$ cat src/rtl/tx_pwm_burst_gen.sv
// tx_pwm_burst_gen: burst-framed PWM transmitter.
// A burst is one TRAIN symbol (carrying a rolling burst counter), NBURST DATA
// symbols fed through a valid/ready handshake, then NGAP silent GAP symbols.
// Each TRAIN/DATA symbol drives `out` high for TMIN + code*TUNIT ticks out of TSYM.
// Optional feature: define TX_PWM_PE_EN to build the pre-emphasis pulses on
// pe_lead/pe_trail; without it both outputs are constant 0.
// Every output is a flop loaded from the next-state values, so each output
// describes the same tick as the state registers in the same cycle.
module tx_pwm_burst_gen #(
    parameter int NBIT      = 4,
    parameter int TSYM      = 32,
    parameter int TMIN      = 4,
    parameter int TUNIT     = 1,
    parameter int NBURST    = 8,
    parameter int NGAP      = 4,
    parameter int TPE       = 2,
    parameter int IDLE_CODE = 0
) (
    input  logic            clk,
    input  logic            rstn,
    input  logic            en,
    input  logic [NBIT-1:0] data,
    input  logic            data_valid,
    output logic            data_ready,
    output logic            out,
    output logic            pe_lead,
    output logic            pe_trail,
    output logic [NBIT-1:0] dtc_code,
    output logic            sym_strobe,
    output logic            gate,
    output logic            underflow
);

    localparam int TKW    = (TSYM > 1) ? $clog2(TSYM) : 1;
    localparam int SMAX   = (NBURST > NGAP) ? NBURST : NGAP;
    localparam int SCW    = (SMAX > 1) ? $clog2(SMAX) : 1;
    localparam int HT_MAX = TMIN + (2**NBIT - 1) * TUNIT;

    localparam logic [TKW-1:0] TK_LAST   = TKW'(TSYM - 1);
    localparam logic [SCW-1:0] DATA_LAST = SCW'(NBURST - 1);
    localparam logic [SCW-1:0] GAP_LAST  = SCW'(NGAP - 1);

    // The longest pulse plus its trailing pre-emphasis must fit inside one
    // symbol, and code 0 must still produce a visible pulse.
    if (TMIN < 1 || HT_MAX + TPE >= TSYM) begin : g_bad_timing
        $error("tx_pwm_burst_gen: need TMIN >= 1 and TMIN+(2^NBIT-1)*TUNIT+TPE < TSYM");
    end
    if (NBURST < 1) begin : g_bad_burst
        $error("tx_pwm_burst_gen: NBURST must be at least 1");
    end

    typedef enum logic [1:0] {
        S_IDLE,
        S_TRAIN,
        S_DATA,
        S_GAP
    } state_e;

    state_e          state_q, state_d;
    logic [TKW-1:0]  tk_q, tk_d;
    logic [SCW-1:0]  scnt_q, scnt_d;      // symbol index inside DATA or GAP
    logic [NBIT-1:0] bcnt_q, bcnt_d;      // burst counter sent in TRAIN
    logic [NBIT-1:0] code_q, code_d;      // code of the symbol at tk_d
    logic            uf_q, uf_d;
    logic            out_q, out_d;
    logic            gate_q, active_d;
    logic            strobe_q, strobe_d;
    logic            ready_q, ready_d;

    logic            boundary;
    logic            handshake;
    logic [31:0]     tk_ext;
    logic [31:0]     high_d;              // high time of the symbol at tk_d

    // Next-state logic: tick counter, symbol sequencing, code and flag capture.
    always_comb begin
        // NOTE: every signal gets a default before any branch so no path leaves
        // one unassigned, which would otherwise infer a latch.
        state_d   = state_q;
        tk_d      = tk_q;
        scnt_d    = scnt_q;
        bcnt_d    = bcnt_q;
        code_d    = code_q;
        uf_d      = uf_q;
        boundary  = (state_q != S_IDLE) && (tk_q == TK_LAST);
        handshake = ready_q && data_valid;

        if (state_q == S_IDLE) begin
            if (en) begin
                state_d = S_TRAIN;
                tk_d    = '0;
                scnt_d  = '0;
                code_d  = bcnt_q;
                uf_d    = 1'b0;
            end
        end else if (!boundary) begin
            tk_d = tk_q + 1'b1;
        end else begin
            tk_d   = '0;
            scnt_d = '0;
            if (state_q == S_TRAIN) begin
                bcnt_d = bcnt_q + 1'b1;
            end
            unique case (state_q)
                S_TRAIN: state_d = S_DATA;
                S_DATA: begin
                    if (scnt_q == DATA_LAST) begin
                        state_d = (NGAP == 0) ? S_TRAIN : S_GAP;
                    end else begin
                        scnt_d = scnt_q + 1'b1;
                    end
                end
                S_GAP: begin
                    if (scnt_q == GAP_LAST) begin
                        state_d = S_TRAIN;
                    end else begin
                        scnt_d = scnt_q + 1'b1;
                    end
                end
                default: state_d = S_IDLE;
            endcase

            // The finished symbol always ran to completion; a low enable only
            // decides that nothing follows it. A word handshaked on this same
            // boundary is dropped along with the burst.
            if (!en) begin
                state_d = S_IDLE;
                scnt_d  = '0;
            end

            if (state_d == S_TRAIN) begin
                code_d = bcnt_q;
            end else if (state_d == S_DATA) begin
                if (handshake) begin
                    code_d = data;
                end else begin
                    code_d = NBIT'(IDLE_CODE);
                    uf_d   = 1'b1;
                end
            end
        end

        // Output values for the tick described by (state_d, tk_d).
        active_d = (state_d == S_TRAIN) || (state_d == S_DATA);
        tk_ext   = 32'(tk_d);
        high_d   = 32'(TMIN) + 32'(code_d) * 32'(TUNIT);
        out_d    = active_d && (tk_ext < high_d);
        strobe_d = active_d && (tk_d == '0);
        // Ready follows the burst structure: high on the last tick of a symbol
        // whose successor is a DATA symbol.
        ready_d  = (tk_d == TK_LAST) &&
                   ((state_d == S_TRAIN) ||
                    ((state_d == S_DATA) && (scnt_d != DATA_LAST)));
    end

    // State registers and registered outputs of the burst FSM.
    always_ff @(posedge clk or negedge rstn) begin
        if (!rstn) begin
            state_q  <= S_IDLE;
            tk_q     <= '0;
            scnt_q   <= '0;
            bcnt_q   <= '0;
            code_q   <= '0;
            uf_q     <= 1'b0;
            out_q    <= 1'b0;
            gate_q   <= 1'b0;
            strobe_q <= 1'b0;
            ready_q  <= 1'b0;
        end else begin
            // NOTE: non-blocking assignments so every register loads from the
            // values computed before this edge, independent of statement order.
            state_q  <= state_d;
            tk_q     <= tk_d;
            scnt_q   <= scnt_d;
            bcnt_q   <= bcnt_d;
            code_q   <= code_d;
            uf_q     <= uf_d;
            out_q    <= out_d;
            gate_q   <= active_d;
            strobe_q <= strobe_d;
            ready_q  <= ready_d;
        end
    end

    assign out        = out_q;
    assign gate       = gate_q;
    assign sym_strobe = strobe_q;
    assign data_ready = ready_q;
    assign dtc_code   = code_q;
    assign underflow  = uf_q;

`ifdef TX_PWM_PE_EN
    logic        pe_lead_q, pe_lead_d;
    logic        pe_trail_q, pe_trail_d;
    logic [31:0] pe_len;

    // Pre-emphasis windows: leading pulse clipped to the high time, trailing
    // pulse of TPE ticks starting where out falls.
    always_comb begin
        pe_len     = (high_d < 32'(TPE)) ? high_d : 32'(TPE);
        pe_lead_d  = active_d && (tk_ext < pe_len);
        pe_trail_d = active_d && (tk_ext >= high_d) && (tk_ext < high_d + 32'(TPE));
    end

    // Pre-emphasis output registers.
    always_ff @(posedge clk or negedge rstn) begin
        if (!rstn) begin
            pe_lead_q  <= 1'b0;
            pe_trail_q <= 1'b0;
        end else begin
            pe_lead_q  <= pe_lead_d;
            pe_trail_q <= pe_trail_d;
        end
    end

    assign pe_lead  = pe_lead_q;
    assign pe_trail = pe_trail_q;
`else
    assign pe_lead  = 1'b0;
    assign pe_trail = 1'b0;
`endif

endmodule

$ cat config.mk
export PLATFORM = sky130hd
export DESIGN_NAME = tx_pwm_burst_gen
export DESIGN_NICKNAME = d
export VERILOG_FILES = /design/src/rtl/tx_pwm_burst_gen.sv
export SDC_FILE = /design/constraint.sdc
export NUM_CORES = 1
export LEC_CHECK = 0
export ABC_CLOCK_PERIOD_IN_PS = 5830
export BUFFER_PORTS_ARGS = -buffer_cell sky130_fd_sc_hd__buf_2
export CAP_MARGIN = 30
export CORE_ASPECT_RATIO = 0.5
export CORE_MARGIN = 8
export CORE_UTILIZATION = 45
export CTS_BUF_LIST = sky130_fd_sc_hd__clkbuf_8
export CTS_CLUSTER_SIZE = 10
export DETAILED_ROUTE_END_ITERATION = 6
export PLACE_DENSITY = 0.76
export SKIP_LAST_GASP = 1
export SYNTH_ARGS = -nofsm -noshare
export SYNTH_HDL_FRONTEND = slang
export SYNTH_SLANG_ARGS = --single-unit
$ cat constraint.sdc
create_clock -name clk -period 5.83 [get_ports clk]
set_input_delay 0.8745 -clock clk [delete_from_list [all_inputs] [get_ports clk]]
set_output_delay 0.8745 -clock clk [all_outputs]
set_load 0.02 [all_outputs]
=== Yosys cells after proc, flatten, opt, wreduce, memory -nomap -nowiden ===
Cells that the tools add are included.

* Reduce and logical (&&, ||, !) cells: 15
* Mux-type cells: 31
* Bitwise logic cells: 1
* Equality and inequality tests: 15
* Add/sub/neg operators: 4
* $lt $le $gt $ge: 1
* Shifts and indexed selects: 0
* Multipliers: 0
* Div/mod/pow operators: 0

{| class="wikitable"
|+ Operator list
! operator !! number
|-
| $mux 4 || 6
|-
| $mux 3 || 6
|-
| $mux 2 || 8
|-
| $mux 5 || 3
|-
| $eq 5x5->1 const B || 2
|-
| $eq 2x2->1 const B || 4
|-
| $eq 2x1->1 const B || 3
|-
| $logic_and 1x1->1 || 6
|-
| $mux 1 || 6
|-
| $pmux 2 s3 || 1
|-
| $pmux 3 s2 || 1
|-
| $reduce_bool 2->1 || 3
|-
| $add 3x4->5 const A || 1
|-
| $add 5x1->5 const B || 1
|-
| $logic_not 5->1 || 1
|-
| $lt 5x5->1 || 1
|-
| $reduce_and 5->1 || 1
|-
| $add 4x1->4 const B || 1
|-
| $ne 2x2->1 const B || 2
|-
| $add 3x1->3 const B || 1
|-
| $eq 3x2->1 const B || 1
|-
| $eq 3x3->1 const B || 1
|-
| $ne 3x3->1 const B || 1
|-
| $reduce_and 3->1 || 1
|-
| 4 further kinds || 5
|}

* Bits in latches: 0
* ROM bits: 0
* Memories kept: 0
* Bits in registers: 23
* Bits in writable memories: 0

=== Longest topological paths before layout ===
Gate-level depths: netlist of the first run.

* Depth in word-level cells: 14
* Gate-level depth with buffers: 16

=== Least setup slack after synthesis of the first run ===
No wires, ideal clock.

* Kind: reg2reg
* From: register tk_q[0]
* To: register out_q (netlist: out)
* Data required time: 5.765 ns
* Cell stages (with the launch flop): 17
* Slack: 3.013 ns
* Arrival: 2.752 ns
* Path buffers: 1
* Path through: dfrtp_1 ha_1 and3_1 ha_1 buf_2 nand4_1 nand2_1 nand2_1 nor2_1 a221oi_1 ha_1 inv_1 ha_1 nor2b_1 o21ai_0 o211ai_1 o21ba_1

* Cells in the longest elaborated chain, start to end: 7

{| class="wikitable"
|+ RTL lines
! what !! RTL line !! text
|-
| start: declaration || 60 || <nowiki>logic [TKW-1:0] tk_q, tk_d;</nowiki>
|-
| start signal: assignment || 173 || <nowiki>tk_q <= tk_d;</nowiki>
|-
| $eq 5x5->1 || 85 || <nowiki>boundary = (state_q != S_IDLE) && (tk_q == TK_LAST);</nowiki>
|-
| $logic_and 1x1->1 || 85 ||
|-
| $mux 4 || 96 || <nowiki>end else if (!boundary) begin</nowiki>
|-
| $mux 4 || 88 || <nowiki>if (state_q == S_IDLE) begin</nowiki>
|-
| net code_d[3] || 63 || <nowiki>logic [NBIT-1:0] code_q, code_d;</nowiki>
|-
| $add 3x4->5 || 146 || <nowiki>high_d = 32'(TMIN) + 32'(code_d) * 32'(TUNIT);</nowiki>
|-
| $lt 5x5->1 || 147 || <nowiki>out_d = active_d && (tk_ext < high_d);</nowiki>
|-
| $logic_and 1x1->1 || 147 ||
|-
| net out_d || 65 || <nowiki>logic out_q, out_d;</nowiki>
|-
| end signal: assignment || 178 || <nowiki>out_q <= out_d;</nowiki>
|-
| end: declaration || 65 ||
|}

The timed path passes the listed nets, and every way through them passes these cells.
A chain may end at the register's enable or synchronous reset.

=== Worst setup path after layout of the first run ===
Ends and elaborated chain as after synthesis.

==> results of run 1 <==
-- registers in the layout (all words and copies together), names as in the netlist --
| register | count |
|---|---|
| dtc_code | 4 |
| underflow | 1 |
| tk_q | 5 |
| bcnt_q | 4 |
| out | 1 |
| scnt_q | 3 |
| data_ready | 1 |
| sym_strobe | 1 |
| gate | 1 |
| state_q | 2 |
-- layer usage --
metal | routed length (µm) | track usage | part of all wire | vias up
li1 | - | - | - | 560
met1 | 1470 | 0.172 | 0.46 | 564
met2 | 1420 | 0.184 | 0.45 | 49
met3 | 224 | 0.0225 | 0.071 | 6
met4 | 59 | 0.0406 | 0.019 | 0
met5 | 0 | 0 | 0 | -
-- worst paths after layout --
path / end / start / slack (ns) / depth (start not counted)
setup reg to reg: out / tk_q[0] / 2.46 / 14
hold reg to reg: bcnt_q[3] / bcnt_q[3] / 0.48 / 1
max in group asynchronous: dtc_code[0] / rstn / 4.90 / 1
min in group asynchronous: tk_q[2] / rstn / 0.58 / 1
setup / recovery: out / tk_q[0] / 2.46 / 14
hold / removal: bcnt_q[3] / bcnt_q[3] / 0.48 / 1
-- Yosys cell counts (4+ instances only) --
library cell	n	area share
nand2_1	13	0.033
nor2_1	4	0.010
o21ai_1	5	0.017
inv_1	11	0.028
nor2b_1	4	0.017
dfrtp_1	23	0.39
nand4_1	6	0.026
a21oi_1	8	0.027
nand3_1	7	0.024
ha_1	14	0.12
-- final cells by class --
| cell class | instances | area share |
|---|---|---|
| Inverter | 11 | 0.0260 |
| Timing Repair Buffer | 16 | 0.0504 |
| Multi-Input combinational cell | 111 | 0.501 |
| Clock buffer | 3 | 0.0260 |
| Sequential cell | 23 | 0.362 |
| Clock inverter | 1 | 0.00315 |
| Tap cell | 40 | 0.0315 |
-- metrics by stage --
step / area (µm²) / utilization
6_report: 1590 / 0.522
5_1_grt: 1590 / 0.522
4_1_cts: 1590 / 0.522
3_5_place_dp: 1540 / 0.507
3_3_place_gp: 1540 / 0.507
2_1_floorplan: 1460 / -
-- power breakdown --
group	internal (mW)	total (mW)	switching, mW
clock	0.0477	0.0994	0.0517
sequential	0.213	0.270	0.0575
combinational	0.155	0.379	0.224
-- worst reg2reg max path: stages (launching register included) --
cell and delay [ns]:
dfrtp_1 0.40, ha_1 0.20, and3_1 0.16, ha_1 0.46
nand2b_1 0.25, nand2_1 0.08, a21o_1 0.20, a221oi_1 0.37
ha_1 0.30, inv_1 0.05, ha_1 0.22, nor2b_1 0.13
o21ai_0 0.16, o211ai_1 0.12, o21ba_1 0.23
-- cell families (layout without fill, tap and decap cells) --
kind of cell               after synthesis  in the layout  synth area share
and+or+nand+nor                         53             53             0.210
AOI/OAI and AO/OA                       34             34             0.159
DFF                                     23             23             0.395
buffers and inverters                   18             31            0.0617
adders and majority gates               14             14             0.120
xor gates and xnor gates                 5              5            0.0300
muxes                                    3              3            0.0223
other                                    1              2           0.00257
==> impl_metrics.csv, run 1 <==
group,metric,value,unit
logic_synthesis,synthesis.instances,151,
cts,cts_buffers,3,
global_routing,groute.usage.overall,0.123,
layout,multi_input_area,797,µm²
global_routing,grt_first_pass_wirelength,5390,µm
logic_synthesis,seq_area_frac_synth,0.395,
worst_setup_path,critical-path-top-delay-family,"adder cells",
placed_design,routabilityCongestion,0.836,
cts,cts.sinks,23,
layout,post_route_cells_drive_above_1_share,0.170,
layout,fill_cell_instance_count_of_the_final_layout,278,
layout,seqCellArea,576,µm²
placed_design,io_buffer_count,16,
layout,syn2layout_area_growth,9.01,%
worst_setup_path,worst_setup_path_start_kind,"flop",
logic_synthesis,synth-seq-cells,23,
layout,mostFrequentLayoutCells,"23 x dfrtp_1, 16 x buf_2, 14 x ha_1, 13 x nand2_1, 11 x inv_1",
logic_synthesis,yosysUniqueCellTypes,45,
worst_setup_path,slowest_delay,0.46,ns
worst_setup_path,cp_data_required_time,6.04,ns
pwr,post-layout-total-power,0.749,mW
layout,finalNonFillerCells,205,
placed_design,placed_cells,201,
worst_setup_path,critPathArrivalTime,3.57,ns
sta,maxClockFrequency,0.297,GHz
sta,final_setup_violation_count,0,
flow_run,maxCapViolCount,0,
placed_design,dpl.hpwl,2370,µm
floorplan,core-area,3050,µm²
worst_setup_path,path_type_of_the_worst_setup_path,"reg -> reg",
sta,setup-tns-final,0,ns
pwr,power.density,471,nW/µm²
logic_synthesis,postSynthAreaPerCell,9.66,µm²
drt,detail_route.wl_per_cell,15.5,µm
sta,layout_setup_ws,2.46,ns
sta,post-route-min-period,3.37,ns
cts,cts_hold_buf,0,
cts,clock_insertion_delay_worst_skew,0.26,ns
outcome,status,"complete, no violations",
floorplan,floorplan.initialDensity,0.479,
layout,mostFrequentLayoutCell,"dfrtp_1",
sta,hold_viol,0,
logic_synthesis,synth_top_flop_cell,"dfrtp_1",
global_routing,global_route.overflow_total,0,
global_routing,antenna_found_initial,0,
cts,clk_path_buf_depth,2,
logic_synthesis,synth.cell_area,1460,µm²
drt,drc,0,
drt,drt-vias-per-instance,5.75,
cts,cts.reportedPaths.clkPinSlew,0.08,ns
drt,drtPass1Iterations,4,
worst_setup_path,worstPathCellList,"ha_1, and3_1, ha_1, nand2b_1, nand2_1, a21o_1, a221oi_1, ha_1, inv_1, ha_1, nor2b_1, o21ai_0, o211ai_1, o21ba_1",
sta,worst-slew-pin-transition,0.746,ns
logic_synthesis,synth_warnings,0,
worst_setup_path,critical_path.n_buffers_inverters,1,
floorplan,fp.dieArea,5430,µm²
floorplan,placement_rows,14,
floorplan,num_io_pins,19,
sta,grt_setup_unrepaired,"no",
cts,clockRootBuffer,"clkbuf_8",
drt,drtIter0Drc,141,
layout,antenna-diode-count,0,
sta,timing.slew.headroom,0.498,
sta,timing.clock.skew,0.000978,ns
cts,cts_setup_buffers,0,
cts,ctsHtreeMaxLevel,1,
worst_setup_path,critical_path.max_fanout,16,
layout,nets,188,
drt,route.antenna.remaining_nets,0,
global_routing,largest_net_degree_at_the_start_of_global_routing,24,
worst_setup_path,worstSetupEndpointType,"flop",
pwr,power.leakage,0.782,nW
min_path,hold_class,"reg -> reg",
sta,hold_slack,0.482,ns
cts,tritoncts,"done",
drt,routed-via-count,1179,
cts,cts_repair_resize_count,0,
sta,final.period_utilization,0.578,
floorplan,die_w,96.5,µm
placed_design,place_worst_setup_slack,2.54,ns
logic_synthesis,synth_edf_count,0,
logic_synthesis,ys_async_sr_fraction,1.00,
pwr,peakVddDrop,0.235,mV
sta,drv_slew,0,
worst_setup_path,timing.critical_path.slowest_stage_cell,"ha_1",
global_routing,vias_in_the_first_global_route,1131,
worst_setup_path,worst_path_most_repeated_cell,"ha_1",
floorplan,die_y,56.3,µm
drt,routed_wl,3180,µm
No activity file was read; power rests on OpenSTA's default activity.
==> inputs of run 2 (changes only) <==
ABC_AREA = 1   (was not set)
ABC_CLOCK_PERIOD_IN_PS = 3200   (was 5830)
PLACE_DENSITY = 0.75   (was 0.76)
clock period = 3.2 ns   (was 5.83 ns; I/O delays follow)
==> impl_metrics.csv, run 2 <==
group,metric,value,unit
outcome,status,"complete, no violations",
cts,cts_buffers,3,
logic_synthesis,yosysTopAreaCell,"dfrtp_1",
sta,setup-tns-final,0,ns
cts,cts_setup_buffers,0,
cts,clk_path_buf_depth,2,
layout,post_route_cells_drive_above_1_share,0.235,
sta,timing.clock.skew,0.00305,ns
pwr,switchingPower,0.671,mW
sta,timing.slew.headroom,0.658,
logic_synthesis,synth_warnings,0,
logic_synthesis,synth_top_family_by_area,"simple AND/OR/NAND/NOR gates",
sta,final_setup_violation_count,0,
logic_synthesis,synth.cell_area,1540,µm²
worst_setup_path,critical-path-top-delay-family,"adder cells",
worst_setup_path,reg2regPathDepth,15,
pwr,peakVddDrop,0.306,mV
cts,clockRootBuffer,"clkbuf_8",
worst_setup_path,path_type_of_the_worst_setup_path,"reg -> reg",
worst_setup_path,worstPathCellList,"ha_1, nand2_1, nor2_1, ha_2, inv_1, nand2_1, nand2_2, a22oi_1, nand3_1, ha_1, inv_1, ha_1, nand2_1, o211ai_1, a21oi_1",
worst_setup_path,worstSetupEndpointType,"flop",
worst_setup_path,worst_setup_path_start_kind,"flop",
logic_synthesis,synth_top_cells_by_area,"dfrtp_1 37%, ha_1 11%, nand2_1 8.8%",
placed_design,placed_cells,238,
pwr,power.leakage,0.968,nW
cts,ctsHtreeMaxLevel,1,
pwr,share_comb_of_total_power,0.517,
floorplan,fp.dieArea,5650,µm²
pwr,portion_of_total_power_attributed_to_the_clock_network,0.131,
sta,post-route-min-period,2.78,ns
drt,drt-vias-per-instance,4.98,
worst_setup_path,critical_path.n_buffers_inverters,2,
layout,antenna-diode-count,0,
global_routing,vias_in_the_first_global_route,1206,
placed_design,routabilityCongestion,0.846,
placed_design,io_buffer_count,16,
logic_synthesis,synth_compound_area_frac,0.0806,
logic_synthesis,post_synth_xor_area_fraction,0.0285,
floorplan,placement_rows,15,
global_routing,grt_first_pass_wirelength,5540,µm
worst_setup_path,wp_depth,15,
layout,mostFrequentLayoutCells,"36 x nand2_1, 28 x inv_1, 23 x dfrtp_1, 16 x buf_2, 15 x nand3_1",
logic_synthesis,synth_top_flop_cell,"dfrtp_1",
logic_synthesis,synth-seq-cells,23,
global_routing,largest_net_degree_at_the_start_of_global_routing,24,
layout,register_containing_the_most_flip_flops_in_the_final_layout,"tk_q",
logic_synthesis,yosysUniqueCellTypes,32,
placed_design,dpl.hpwl,2510,µm
cts,cts.sinks,23,
logic_synthesis,seq_area_frac_synth,0.375,
flow_run,maxCapViolCount,0,
logic_synthesis,synth_cell_count_leaders,"36 x nand2_1, 28 x inv_1, 23 x dfrtp_1",
drt,routed-via-count,1205,
worst_setup_path,critPathArrivalTime,2.94,ns
floorplan,num_io_pins,19,
floorplan,core-area,3360,µm²
sta,maxClockFrequency,0.360,GHz
logic_synthesis,count_leader_synth,"nand2_1",
floorplan,die_w,98.6,µm
logic_synthesis,synthesis.instances,184,
cts,cts.reportedPaths.clkPinSlew,0.08,ns
drt,drc,0,
logic_synthesis,muxShareOfSynthArea,0.00733,
layout,nets,223,
drt,route.antenna.remaining_nets,0,
pwr,share_seq_of_total_power,0.353,
sta,final.period_utilization,0.869,
global_routing,groute.usage.overall,0.120,
floorplan,die_y,57.3,µm
layout,largest_register_ff_count,5,
drt,routed_wl,3090,µm
floorplan,floorplan.initialDensity,0.457,
layout,mostFrequentLayoutCell,"nand2_1",
worst_setup_path,critical_path.max_fanout,11,
cts,clock_insertion_delay_worst_skew,0.27,ns
logic_synthesis,synth_largest_type_area_fraction,0.375,
sta,hold_viol,0,
layout,syn2layout_area_growth,9.28,%
logic_synthesis,synth_edf_count,0,
drt,drtPass1Iterations,4,
cts,tritoncts,"done",
worst_setup_path,timing.critical_path.slowest_stage_cell,"dfrtp_1",
pwr,power_switching_share,0.476,
pwr,internal_power,0.737,mW
sta,drv_slew,0,
logic_synthesis,ys_async_sr_fraction,1.00,
drt,detail_route.wl_per_cell,12.8,µm
sta,hold_slack,0.173,ns
pwr,power.density,838,nW/µm²
global_routing,antenna_found_initial,0,
global_routing,global_route.overflow_total,0,
logic_synthesis,synthSimpleGateAreaFrac,0.281,
drt,drtIter0Drc,99,
layout,finalNonFillerCells,242,
logic_synthesis,postSynthAreaPerCell,8.35,µm²
sta,worst-slew-pin-transition,0.513,ns
logic_synthesis,synth_fa_ha_area_frac,0.114,
worst_setup_path,slowest_delay,0.41,ns
worst_setup_path,cp_data_required_time,3.36,ns
cts,cts_hold_buf,0,
min_path,hold_class,"in -> async",
sta,grt_setup_unrepaired,"no",
[run 2: changes by cell type after synthesis, sizes merged, moves of 3 or more]
cell | previous run | this run
nand2b | 3 | 0
inv | 11 | 33
a31oi | 3 | 0
nand4 | 6 | 3
o21ai | 9 | 5
nor2b | 4 | 0
nor2 | 5 | 16
nand2 | 13 | 43
a21o | 3 | 0
and3 | 3 | 0
nand3 | 8 | 20
[run 2: repair_timing]
action                                  in CTS  in global routing
endpoints found under the setup margin       0                  1
resized for setup                            0                  1
endpoints found under the hold margin        0                  0
[run 2: layer usage]
layer / track usage / wire length (µm) / vias up
met4: 0.0346 / 27 / 0
met3: 0.0339 / 165 / 4
met2: 0.205 / 1490 / 29
li1: - / - / 614
met5: 0 / 0 / -
met1: 0.145 / 1410 / 558
[run 2: final timing paths]
path                            from           to  slack [ns]
max reg2reg                  tk_q[0]          out        0.42
max in group asynchronous       rstn  dtc_code[0]        2.68
min                             rstn   state_q[0]        0.17
min reg2reg                bcnt_q[3]    bcnt_q[3]        0.48
min in group clk           bcnt_q[3]    bcnt_q[3]        0.48
max                          tk_q[0]          out        0.42
[run 2: worst reg2reg max path, stage by stage (launching register included)]
cell	delay [ns]
dfrtp_1	0.41
ha_1	0.20
nand2_1	0.06
nor2_1	0.09
ha_2	0.33
inv_1	0.07
nand2_1	0.12
nand2_2	0.12
a22oi_1	0.20
nand3_1	0.18
ha_1	0.32
inv_1	0.04
ha_1	0.26
nand2_1	0.06
o211ai_1	0.17
a21oi_1	0.06
[run 2: per-stage QoR]
| stage | power, mW | util | worst slack, ns | cell area [µm²] |
|---|---|---|---|---|
| global placement | 1.20 | 0.485 | 0.399 | 1630 |
| global route | 1.56 | 0.500 | 0.126 | 1680 |
| CTS | 1.42 | 0.499 | 0.293 | 1680 |
| finish | 1.41 | 0.500 | 0.420 | 1680 |
| floorplan | 1.07 | - | 0.661 | 1540 |
| detailed placement | 1.23 | 0.485 | 0.312 | 1630 |
[run 2: final cells by class]
type / count / area, µm²
Fill cell: 296 / 1680
Multi-Input combinational cell: 124 / 796
Sequential cell: 23 / 576
Inverter: 33 / 129
Timing Repair Buffer: 16 / 80.1
Tap cell: 42 / 52.6
Clock buffer: 3 / 41.3
Clock inverter: 1 / 5.00
[run 2: logic make-up after synthesis]
family | after synthesis
other | 1
muxes | 1
buffers and inverters | 38
and+or+nand+nor | 84
adders and majority gates | 14
xor gates and xnor gates | 5
AOI/OAI and AO/OA | 18
DFF | 23
[run 2: power groups by stage]
stage                     logic [mW]  registers (mW)  clock network [mW]
final                          0.727           0.497               0.184
after global routing           0.840           0.510               0.205
after CTS                      0.735           0.495               0.190
after detailed placement       0.730           0.502                   0
after global placement         0.705           0.496                   0
after floorplan                0.581           0.488                   0
